<file path="config.mk">
export PLATFORM = sky130hd
export DESIGN_NAME = mem_access_stage
export DESIGN_NICKNAME = d
export VERILOG_FILES = /design/src/rtl/mem_access_stage_pkg.sv /design/src/rtl/mem_access_stage_load_align.sv /design/src/rtl/mem_access_stage.sv
export SDC_FILE = /design/constraint.sdc
export NUM_CORES = 1
export LEC_CHECK = 0
export CORE_ASPECT_RATIO = 1.5
export CORE_MARGIN = 1.5
export CORE_UTILIZATION = 35
export DETAILED_ROUTE_END_ITERATION = 7
export PLACE_DENSITY = 0.7
export SLEW_MARGIN = 10
export SYNTH_ARGS = -nofsm -noshare
export SYNTH_HDL_FRONTEND = slang
export SYNTH_SLANG_ARGS = --single-unit
</file>
<file path="constraint.sdc">
create_clock -name clk -period 2.4 [get_ports clk]
set_clock_uncertainty 0.2 [all_clocks]
set_input_delay 0.48 -clock clk [delete_from_list [all_inputs] [get_ports clk]]
set_output_delay 0.48 -clock clk [all_outputs]
set_load 0.05 [all_outputs]
</file>
<file path="src/rtl/mem_access_stage_pkg.sv">
// mem_access_stage_pkg: shared mcause codes, FSM encoding, size one-hot ordering
// and store lane helpers for the memory access stage.
package mem_access_stage_pkg;

    localparam logic [31:0] CAUSE_LD_MISALIGN = 32'd4;
    localparam logic [31:0] CAUSE_LD_FAULT    = 32'd5;
    localparam logic [31:0] CAUSE_ST_MISALIGN = 32'd6;
    localparam logic [31:0] CAUSE_ST_FAULT    = 32'd7;

    localparam logic [0:0] ST_IDLE = 1'b0;
    localparam logic [0:0] ST_BUSY = 1'b1;

    // Access size is carried as a one-hot {w, h, b}
    localparam int SZ_B = 0;
    localparam int SZ_H = 1;
    localparam int SZ_W = 2;

    typedef logic [2:0] size_t;

    function automatic logic [3:0] store_be(input size_t sz, input logic [1:0] off);
        return sz[SZ_B] ? 4'b0001 << off : sz[SZ_H] ? (off[1] ? 4'b1100 : 4'b0011) : 4'b1111;
    endfunction

    function automatic logic [31:0] store_wdata(input size_t sz, input logic [31:0] sd);
        return sz[SZ_B] ? {4{sd[7:0]}} : sz[SZ_H] ? {2{sd[15:0]}} : sd;
    endfunction

endpackage

</file>
<file path="src/rtl/mem_access_stage_load_align.sv">
// mem_access_stage_load_align: picks the addressed byte/half out of the read
// word and sign- or zero-extends it; words pass straight through.
module mem_access_stage_load_align
    import mem_access_stage_pkg::*;
(
    input  logic [31:0] rdata_i,
    input  logic [1:0]  off_i,
    input  size_t       sz_i,
    input  logic        bhu_i,
    output logic [31:0] data_o
);

    logic [7:0]  bsel;
    logic [15:0] hsel;

    assign bsel   = rdata_i[8*off_i +: 8];
    assign hsel   = off_i[1] ? rdata_i[31:16] : rdata_i[15:0];
    assign data_o = sz_i[SZ_B] ? {{24{~bhu_i & bsel[7]}}, bsel}
                  : sz_i[SZ_H] ? {{16{~bhu_i & hsel[15]}}, hsel}
                  : rdata_i;

endmodule

</file>
<file path="src/rtl/mem_access_stage.sv">
// mem_access_stage: drives load/store transactions on the req/ack data port,
// raises misalign/timeout traps and owns the MEM/WB pipeline register.
module mem_access_stage
    import mem_access_stage_pkg::*;
#(
    parameter int TIMEOUT = 255
) (
    input  logic        clk,
    input  logic        rst,
    input  logic        bhu,
    input  logic        b,
    input  logic        h,
    input  logic        w,
    input  logic        wb_src,
    input  logic        reg_write,
    input  logic        mem_read,
    input  logic        mem_write,
    input  logic [31:0] pc,
    input  logic [31:0] store_data,
    input  logic [31:0] alu_out,
    input  logic [4:0]  rd,
    input  logic        flush,
    input  logic        mem_wb_en,
    output logic        dmem_req,
    output logic        dmem_we,
    output logic [31:0] dmem_addr,
    output logic [31:0] dmem_wdata,
    output logic [3:0]  dmem_be,
    input  logic        dmem_ack,
    input  logic [31:0] dmem_rdata,
    output logic        mem_stall,
    output logic        trap_req,
    output logic [31:0] trap_cause,
    output logic [31:0] trap_val,
    output logic [31:0] trap_pc,
    output logic        wb_src_reg,
    output logic        reg_write_reg,
    output logic [31:0] alu_out_reg,
    output logic [31:0] load_data_reg,
    output logic [31:0] pc_reg,
    output logic [4:0]  rd_reg
);

    logic [0:0]  state_q, state_d;
    logic [7:0]  cnt_q, cnt_d;
    logic        drop_q, drop_d;
    logic        we_q, bhu_q;
    logic [31:0] ea_q, wdata_q, pc_q;
    logic [3:0]  be_q;
    size_t       sz_q;
    logic        wb_src_q, reg_write_q;
    logic [31:0] alu_out_q, load_data_q, pc_wb_q;
    logic [4:0]  rd_q;

    size_t       sz;
    logic        idle, access, misaligned, timeout, ack, done, wb_clr, wb_en;
    logic [31:0] ea, ld_ext;

    assign sz         = {w, h, b};
    assign idle       = state_q == ST_IDLE;
    assign access     = mem_read | mem_write;
    assign misaligned = (h & alu_out[0]) | (w & |alu_out[1:0]);
    assign timeout    = ~idle & (cnt_q == 8'(TIMEOUT));
    assign ack        = dmem_ack & dmem_req;
    assign done       = ~idle & (ack | timeout);
    assign ea         = idle ? alu_out : ea_q;

    // Reset gates the combinational outputs so they read 0 while rst is low
    assign dmem_req   = rst & (idle ? access & ~misaligned & ~flush : ~timeout);
    assign dmem_we    = idle ? mem_write : we_q;
    assign dmem_addr  = {ea[31:2], 2'b00};
    assign dmem_wdata = idle ? store_wdata(sz, store_data) : wdata_q;
    assign dmem_be    = idle ? (mem_write ? store_be(sz, alu_out[1:0]) : 4'hF) : be_q;
    assign mem_stall  = dmem_req & ~dmem_ack;

    assign trap_req   = rst & ~flush & ((idle & access & misaligned) | (timeout & ~drop_q));
    assign trap_cause = idle ? (mem_write ? CAUSE_ST_MISALIGN : CAUSE_LD_MISALIGN)
                             : (we_q ? CAUSE_ST_FAULT : CAUSE_LD_FAULT);
    assign trap_val   = ea;
    assign trap_pc    = idle ? pc : pc_q;

    assign state_d = idle ? (mem_stall ? ST_BUSY : ST_IDLE) : (done ? ST_IDLE : ST_BUSY);
    assign cnt_d   = idle ? (mem_stall ? 8'd1 : 8'd0) : (done ? 8'd0 : cnt_q + 8'd1);
    assign drop_d  = ~idle & ~done & (drop_q | flush);
    assign wb_clr  = flush | trap_req | (done & drop_q);
    assign wb_en   = mem_wb_en & ~mem_stall;

    mem_access_stage_load_align u_align (
        .rdata_i (dmem_rdata),
        .off_i   (ea[1:0]),
        .sz_i    (idle ? sz : sz_q),
        .bhu_i   (idle ? bhu : bhu_q),
        .data_o  (ld_ext)
    );

    always_ff @(posedge clk or negedge rst) begin
        if (!rst) begin
            state_q <= ST_IDLE;
            cnt_q   <= '0;
            drop_q  <= 1'b0;
            we_q    <= 1'b0;
            bhu_q   <= 1'b0;
            ea_q    <= '0;
            wdata_q <= '0;
            pc_q    <= '0;
            be_q    <= '0;
            sz_q    <= '0;
        end else begin
            state_q <= state_d;
            cnt_q   <= cnt_d;
            drop_q  <= drop_d;
            // Freeze the bus-side view while a transaction is outstanding
            if (idle) begin
                we_q    <= mem_write;
                bhu_q   <= bhu;
                ea_q    <= alu_out;
                wdata_q <= dmem_wdata;
                pc_q    <= pc;
                be_q    <= dmem_be;
                sz_q    <= sz;
            end
        end
    end

    always_ff @(posedge clk or negedge rst) begin
        if (!rst) begin
            wb_src_q    <= 1'b0;
            reg_write_q <= 1'b0;
            alu_out_q   <= '0;
            load_data_q <= '0;
            pc_wb_q     <= '0;
            rd_q        <= '0;
        end else if (wb_clr) begin
            wb_src_q    <= 1'b0;
            reg_write_q <= 1'b0;
            alu_out_q   <= '0;
            load_data_q <= '0;
            pc_wb_q     <= '0;
            rd_q        <= '0;
        end else if (wb_en) begin
            wb_src_q    <= wb_src;
            reg_write_q <= reg_write;
            alu_out_q   <= alu_out;
            pc_wb_q     <= pc;
            rd_q        <= rd;
            if (ack) load_data_q <= ld_ext;
        end
    end

    assign wb_src_reg    = wb_src_q;
    assign reg_write_reg = reg_write_q;
    assign alu_out_reg   = alu_out_q;
    assign load_data_reg = load_data_q;
    assign pc_reg        = pc_wb_q;
    assign rd_reg        = rd_q;

endmodule

</file>
## Word level (Yosys, flattened, before mapping)

Cells that the tools add are included.

- Input port bits: 146
- Register bits: 217
- Logic and storage cells: 99
- Output and inout bits: 271

- Reduce and logical (&&, ||, !) cells: 4
- Bitwise gates (word level): 36
- Equality and inequality tests: 1
- $add $sub $neg: 1
- Mux-type cells: 39
- Shift-type cells: 2

Operators with widths:

| kind | number |
|---|---|
| 32-bit 2-to-1 mux | 14 |
| 32-bit by 6-bit variable part select with 8-bit output | 1 |
| 1-bit bitwise AND | 20 |
| 4-bit 2-to-1 mux | 5 |
| 16-bit 2-to-1 mux | 1 |
| 8-bit 2-to-1 mux | 2 |
| 1-bit 2-to-1 mux | 11 |
| 5-bit 2-to-1 mux | 2 |
| 1-bit NOT | 9 |
| 8-bit by 1-bit adder with 8-bit output, second input constant | 1 |
| 8-bit == test, second input constant | 1 |
| 2-bit 2-to-1 mux | 4 |
| 1-bit OR | 7 |
| 2-bit nonzero test | 2 |
| 1-bit by 2-bit left shift with 4-bit output, first input constant | 1 |
| 2-bit AND reduction | 1 |
| 2-bit OR reduction | 1 |

## Depth between registers and ports, before layout

Gate-level depths: netlist of run 1.

- Depth in word-level cells: 15
- Mapped depth: 9
- Depth with buffers taken out: 6

## Hierarchy

A second synthesis of run 1 with hierarchy kept.

- Cells, all modules: 1162
- Area total of the unflattened synthesis: 11917.7 um^2

By module, submodules not included:

| module | seq. area each (um^2) | times used | area each (um^2) | cells an instance |
|---|---|---|---|---|
| mem_access_stage | 5455.2 | 1 | 11115.7 | 1052 |
| mem_access_stage_load_align | 0.0 | 1 | 802.0 | 110 |

## Worst setup path before layout of run 1

OpenSTA, ideal clock, no wires.

- Kind: in2out
- Start point: input port alu_out[1]
- End point: output port mem_stall
- Path buffers: 1
- Slack: -0.765 ns
- Data required time: 1.720 ns
- Cell stages on the path: 4
- Arrival: 2.485 ns
- Path through: buf_2 -> nand2_1 -> a21oi_1 -> nor4_1

- Longest elaborated chain between the ends: 9

RTL lines:

| what | line | RTL |
|---|---|---|
| start, declared | mem_access_stage.sv:20 | `input logic [31:0] alu_out,` |
| 2-bit OR reduction | mem_access_stage.sv:62 | `assign misaligned = (h & alu_out[0]) \| (w & \|alu_out[1:0]);` |
| 1-bit bitwise AND | mem_access_stage.sv:62 |  |
| 1-bit OR | mem_access_stage.sv:62 |  |
| 1-bit NOT | mem_access_stage.sv:69 | `assign dmem_req = rst & (idle ? access & ~misaligned & ~flush : ~timeout);` |
| 1-bit bitwise AND (2 in series) | mem_access_stage.sv:69 |  |
| 1-bit 2-to-1 mux | mem_access_stage.sv:69 |  |
| 1-bit bitwise AND | mem_access_stage.sv:69 |  |
| 1-bit bitwise AND | mem_access_stage.sv:74 | `assign mem_stall = dmem_req & ~dmem_ack;` |
| end, declared | mem_access_stage.sv:31 | `output logic mem_stall,` |

Every way passes these cells.

## Final worst setup path of run 1

- Start point: register state_q
- End point: output port trap_val[16]

- Longest elaborated chain between the ends: 1

RTL lines:

| what | line | RTL |
|---|---|---|
| start, declared | mem_access_stage.sv:44 | `logic [0:0] state_q, state_d;` |
| start signal, assigned | mem_access_stage.sv:109 | `state_q <= state_d;` |
| 32-bit 2-to-1 mux | mem_access_stage.sv:66 | `assign ea = idle ? alu_out : ea_q;` |
| end, declared | mem_access_stage.sv:34 | `output logic [31:0] trap_val,` |

Every way passes these cells.

==> run metrics, run 1 <==
status finished with violations; failing checks negative setup slack; Ys Warns 0; Max Root-Sink Buffers 3; Total Nets Final 1,640; Final Max Tran Viols 0; register area 5430 µm²; number of remaining DRC errors 0; gr ovfl total 0; ANT cells 0; Clock Pin Slew Worst Setup and Hold Paths 0.07 ns; Worst Setup End Kind output port; Worst Path Required 1.72 ns; pre-CTS setup slack -0.439 ns; Final WS setup -0.338 ns; Critical Path AT 2.06 ns; most frequent CP cell buf_6; core area 28,800 µm²; Layout fillers 2,160; max cap viols 0; DRT antenna net count 0; sequential element share of the synthesized area 52.8%; r2r endpoint load_data_reg[12]$_DFFE_PN0P_; gpl congestion 0.908; layout cells sized above 1 36.0%; largest net degree at the start of global routing 140; cells on worst reg2reg path 10; Finish-stage setup viols 160; highest clock rate 365 MHz; Num CTS Buffers 23; final WL 38,900 µm; HPWL after DPL 24,100 µm; Slew @ Worst Pin 1.04 ns; I/O Buffers 384; Root Driver clkbuf_16; R2R setup slack -0.27 ns; htree depth 1; Hold Vio Cnt, Final 0; vias in the first global route 9,648; most common cell after layout, fill and taps aside dfrtp_1; Primary FF master, synth dfrtp_1; Area Overhead vs Synth 79.2%; CP Class reg -> out; LEAKAGE 0.00939 µW; die area 30,400 µm²; Post-Syn Area 10,300 µm²; final worst-path cycle share 114%; most frequent cells in the layout dfrtp_1, nand2_1, clkdlybuf4s50_1; Final Instance Count excl. Fillers 1,900; worst vdd ir 1.15 mV; RSZ-0062 raised after global routing yes; max_slew headroom 30.6%; Initial Util 35.7%; Overall Global Routing Usage 23.1%; CTS tree yes; Crit-path slowest cell dfrtp_4; Pre-Repair DR Iteration Count 5; CP peak stage delay 0.44 ns; Async SR Flop Fraction 100%; Max FO, Critical Path 9; Reg-to-Reg Start state_q$_DFF_PN0_; Yosys reg bits 217; CTS Sinks 217; total vias in the final route 9,677; Distinct cells, synth 41; first-pass GRT wire length 54,500 µm; EDFF count, synth 0; dpl cells 1,787; Multi-input gate area 5130 µm²; worst skew pair latency 0.53 ns; Die Ht 213 µm; placement row count 76; vias per std cell 5.09; Post-Syn Instances 1,034; crit path launch type flop; number of DRC markers in iteration 0 506; Top Ports 417; Die X 143 µm; Hold WC Path Type in -> async; CP Cell Sequence buf_6 -> buf_12 -> clkbuf_16 -> mux2_2 -> buf_6; antenna violations before repair 0; Cell Pwr Density 1270 nW/µm²; wire length per cell 20.5 µm; Final Critical Period 2.74 ns; Avg Inst Size Synth 9.94 µm²
==> per-stage QoR <==
stage          setup TNS [ns]  power [µW]  area, µm²  hold WS [ns]  utilization (%)
6_report               -38.18       23500      18400        0.0517             63.9
5_1_grt                -47.89       24300      18400         0.128             63.9
4_1_cts                -41.73       22500      17300        0.0608             60.1
3_5_place_dp           -51.19       16300      15000         0.282             52.0
3_3_place_gp           -47.84       16100      15000         0.277             52.0
2_1_floorplan           -1.31       12500      10600       -0.0156                -
==> critical path, delay by kind of cell (launching register included) <==
kind / cells / cell delay (ns)
buffers and inverters: 4 / 0.69
flip-flops: 1 / 0.44
multiplexers: 1 / 0.39
==> power by group <==
group          switching [µW]  internal, µW
Clock                    1550          2040
Combinational            8430          6410
Sequential                450          4580
==> logic make-up (layout without fill, tap and decap cells) <==
logic type	Yosys count	after routing	share of synthesized area (%)
AO/OA/AOI/OAI	240	240	12.6
multiplexers	137	137	14.7
XOR/XNOR	6	6	0.511
flip-flops	217	217	52.8
other	2	32	0.0731
adder cells (fa/ha/maj)	1	1	0.122
buffers and inverters	149	595	8.17
AND/OR/NAND/NOR	282	282	11.0
==> how the worst max path moves through the flow <==
stage | from | to | slack [ns] | cells past startpoint
after floorplan | b | dmem_wdata[16] | -0.15 | 4
after global placement | h | load_data_reg[11]$_DFFE_PN0P_ | -0.41 | 9
after detailed placement | h | load_data_reg[28]$_DFFE_PN0P_ | -0.44 | 9
after CTS | state_q$_DFF_PN0_ | dmem_be[3] | -0.33 | 7
after global routing | state_q$_DFF_PN0_ | dmem_addr[16] | -0.39 | 5
final | state_q$_DFF_PN0_ | trap_val[16] | -0.34 | 5
==> synth_stat cells (3+ instances only) <==
cell / instances / area share, %
buf_1: 6 / 0.22
nand3_1: 37 / 1.8
mux2i_1: 49 / 4.8
mux2_2: 85 / 9.3
buf_2: 23 / 1.1
buf_4: 67 / 4.9
inv_1: 13 / 0.47
o211ai_1: 16 / 1.2
o21ai_0: 74 / 3.6
nor2_1: 24 / 0.88
nor4_1: 3 / 0.18
nand2_1: 209 / 7.6
nor3_1: 3 / 0.15
dfrtp_1: 217 / 53
a21oi_1: 137 / 6.7
clkbuf_1: 37 / 1.4
xnor2_1: 3 / 0.26
xor2_1: 3 / 0.26
==> layout make-up <==
type                    count  area share [%]
clock inverters            11           0.510
multi-input cells         698            27.9
repair buffers            537            35.6
flip-flops and latches    217            29.5
well taps                 390            2.65
clock buffers              31            3.56
inverters                  16           0.340
==> per-layer routing <==
metal	GRT usage [%]	wire length, µm	up-vias
li1	-	-	4364
met1	26.4	14100	4799
met2	41.6	20800	394
met3	4.28	2100	120
met4	10.5	1900	0
met5	0	0	-
==> repair_timing <==
item                                    in CTS  in global routing
gates resized for setup                    264                222
endpoints found under the setup margin     305                319
pin swaps                                   20                 40
cloned                                      15                 12
endpoints found under the hold margin      139                  0
buffers inserted                            26                 23
hold buffers                                 1                  0
Power figures use the tool's default switching activity.
==> inputs of run 2 (changes only) <==
- RECOVER_POWER: default -> 25
==> run metrics, run 2 (synthesized netlist as in run 1, its figures left out) <==
Cell Pwr Density 1270 nW/µm² (about the same); first-pass GRT wire length 54,500 µm (unchanged); met2 WL 20,900 µm (+0.30%); placement row count 76 (unchanged); layout cells sized above 1 35.9% (-0.066 points); I/O Buffers 384 (unchanged); post-layout instance area 18,400 µm² (-0.12%); Final Max Tran Viols 79 (+79); CTS Sinks 217 (unchanged); largest net degree at the start of global routing 140 (unchanged); Area Overhead vs Synth 79.0%; CTS tree yes; R2R setup slack -0.27 ns (about the same); DRT antenna net count 0 (unchanged); CP peak stage delay 0.44 ns (about the same); Hold Vio Cnt, Final 0 (unchanged); ANT cells 0 (unchanged); CP Cell Sequence buf_6 -> buf_12 -> clkbuf_16 -> mux2_2 -> buf_6; Met1 Routed Length 14,100 µm (about the same); final worst-path cycle share 114% (about the same); met3 wire length 2110 µm (+0.43%); status finished with violations; Root Driver clkbuf_16; wire length per cell 20.5 µm (+0.13%); max_slew headroom -36.3% (-67 points); Multi-input gate area 5130 µm² (unchanged); Crit-path slowest cell dfrtp_4; worst setup path startpoint state_q$_DFF_PN0_; critical path capture point trap_val[16]; failing checks max-capacitance violations, max-slew violations, negative setup slack; number of DRC markers in iteration 0 509 (+0.59%); Initial Util 35.7% (unchanged); worst vdd ir 1.15 mV (about the same); Top Ports 417 (unchanged); Slew @ Worst Pin 2.04 ns (+1.00 ns); cells on worst reg2reg path 10 (unchanged); number of remaining DRC errors 0 (unchanged); Max Root-Sink Buffers 3 (unchanged); Worst Setup End Kind output port; gpl congestion 0.908 (unchanged); RSZ-0062 raised after global routing yes; Critical Path AT 2.06 ns (about the same); Hold WC Path Type in -> reg; worst skew pair latency 0.53 ns (about the same); Clock Pin Slew Worst Setup and Hold Paths 0.07 ns (about the same); Num CTS Buffers 23 (unchanged); Post-DP Area 15,000 µm² (unchanged); max cap viols 1 (+1); Die Ht 213 µm (unchanged); gr ovfl total 0 (unchanged); Overall Global Routing Usage 23.1% (unchanged); htree depth 1 (unchanged); total vias in the final route 9,688 (+0.11%); register area 5430 µm² (unchanged); most frequent CP cell buf_6; highest clock rate 365 MHz (about the same); top routing layer used met4; die area 30,400 µm² (unchanged); Final Critical Period 2.74 ns (+0.000627 ns); vias in the first global route 9,648 (unchanged); Finish-stage setup viols 160 (unchanged); most frequent cells in the layout dfrtp_1, nand2_1, clkdlybuf4s50_1; most common cell after layout, fill and taps aside dfrtp_1; antenna violations before repair 0 (unchanged); crit path launch type flop; final WL 39,000 µm (+0.13%); Final Util 63.8% (-0.078 points); Die X 143 µm (unchanged); Reg-to-Reg Start state_q$_DFF_PN0_; r2r endpoint load_data_reg[12]$_DFFE_PN0P_; CP Class reg -> out; core area 28,800 µm² (unchanged); Pre-Repair DR Iteration Count 5 (unchanged); Layout fillers 2,165 (+0.23%); Max FO, Critical Path 9 (unchanged); HPWL after DPL 24,100 µm (unchanged); Worst Path Required 1.72 ns (about the same); vias per std cell 5.10 (+0.11%); Total Nets Final 1,640 (unchanged); Final WS setup -0.339 ns (-0.000627 ns); LEAKAGE 0.00938 µW (-0.11%)
## run 2: cell type report
| class | count | share of cell area, % |
|---|---|---|
| clock buffers | 31 | 3.56 |
| clock inverters | 11 | 0.510 |
| repair buffers | 537 | 35.5 |
| multi-input cells | 698 | 27.9 |
| well taps | 390 | 2.65 |
| flip-flops and latches | 217 | 29.5 |
| inverters | 16 | 0.340 |
## run 2: metrics by stage
step / power (µW) / cells / hold slack [ns] / worst slack (ns) / setup TNS [ns]
2_1_floorplan: 12500 / 1064 / -0.0156 / -0.149 / -1.31
3_3_place_gp: 16100 / 1787 / 0.277 / -0.407 / -47.84
3_5_place_dp: 16300 / 1787 / 0.282 / -0.439 / -51.19
4_1_cts: 22500 / 1871 / 0.0608 / -0.328 / -41.73
5_1_grt: 24300 / 1900 / 0.283 / -0.390 / -66.91
6_report: 23400 / 1900 / 0.259 / -0.339 / -38.17
## run 2: worst min path at each step
stage,from,to,cells past startpoint
2_1_floorplan,rst,alu_out_reg[0]$_DFFE_PN0P_,0
3_3_place_gp,wdata_q[27]$_DFFE_PN0N_,wdata_q[27]$_DFFE_PN0N_,2
3_5_place_dp,pc_q[14]$_DFF_PN0_,pc_q[14]$_DFF_PN0_,1
4_1_cts,rst,wdata_q[5]$_DFFE_PN0N_,2
5_1_grt,alu_out[1],alu_out_reg[1]$_DFFE_PN0P_,4
6_report,alu_out[1],alu_out_reg[1]$_DFFE_PN0P_,4
## run 2: worst max-delay path: cells and delay by family, from the launching register on
family,cells,cell delay [ns]
multiplexers,1,0.39
flip-flops,1,0.44
buffers and inverters,4,0.69
## run 2: metal layers
layer | up-vias | global-route usage [%]
li1 | 4366 | -
met1 | 4806 | 26.4
met2 | 400 | 41.6
met3 | 116 | 4.28
met4 | 0 | 10.5
met5 | - | 0
## run 2: report_power, final
group	internal [µW]	total (µW)	switching [µW]
Combinational	6410	14800	8420
Sequential	4580	5030	452
Clock	2040	3580	1550
Total	13000	23400	10400
## run 2: what timing repair did
item / 4_1_cts / 5_1_grt
cloned: 15 / 12
hold buffers: 1 / 0
setup endpoints to repair: 305 / 319
resized for setup: 264 / 222
pin swaps: 20 / 40
endpoints found under the hold margin: 139 / 0
setup buffers: 26 / 23
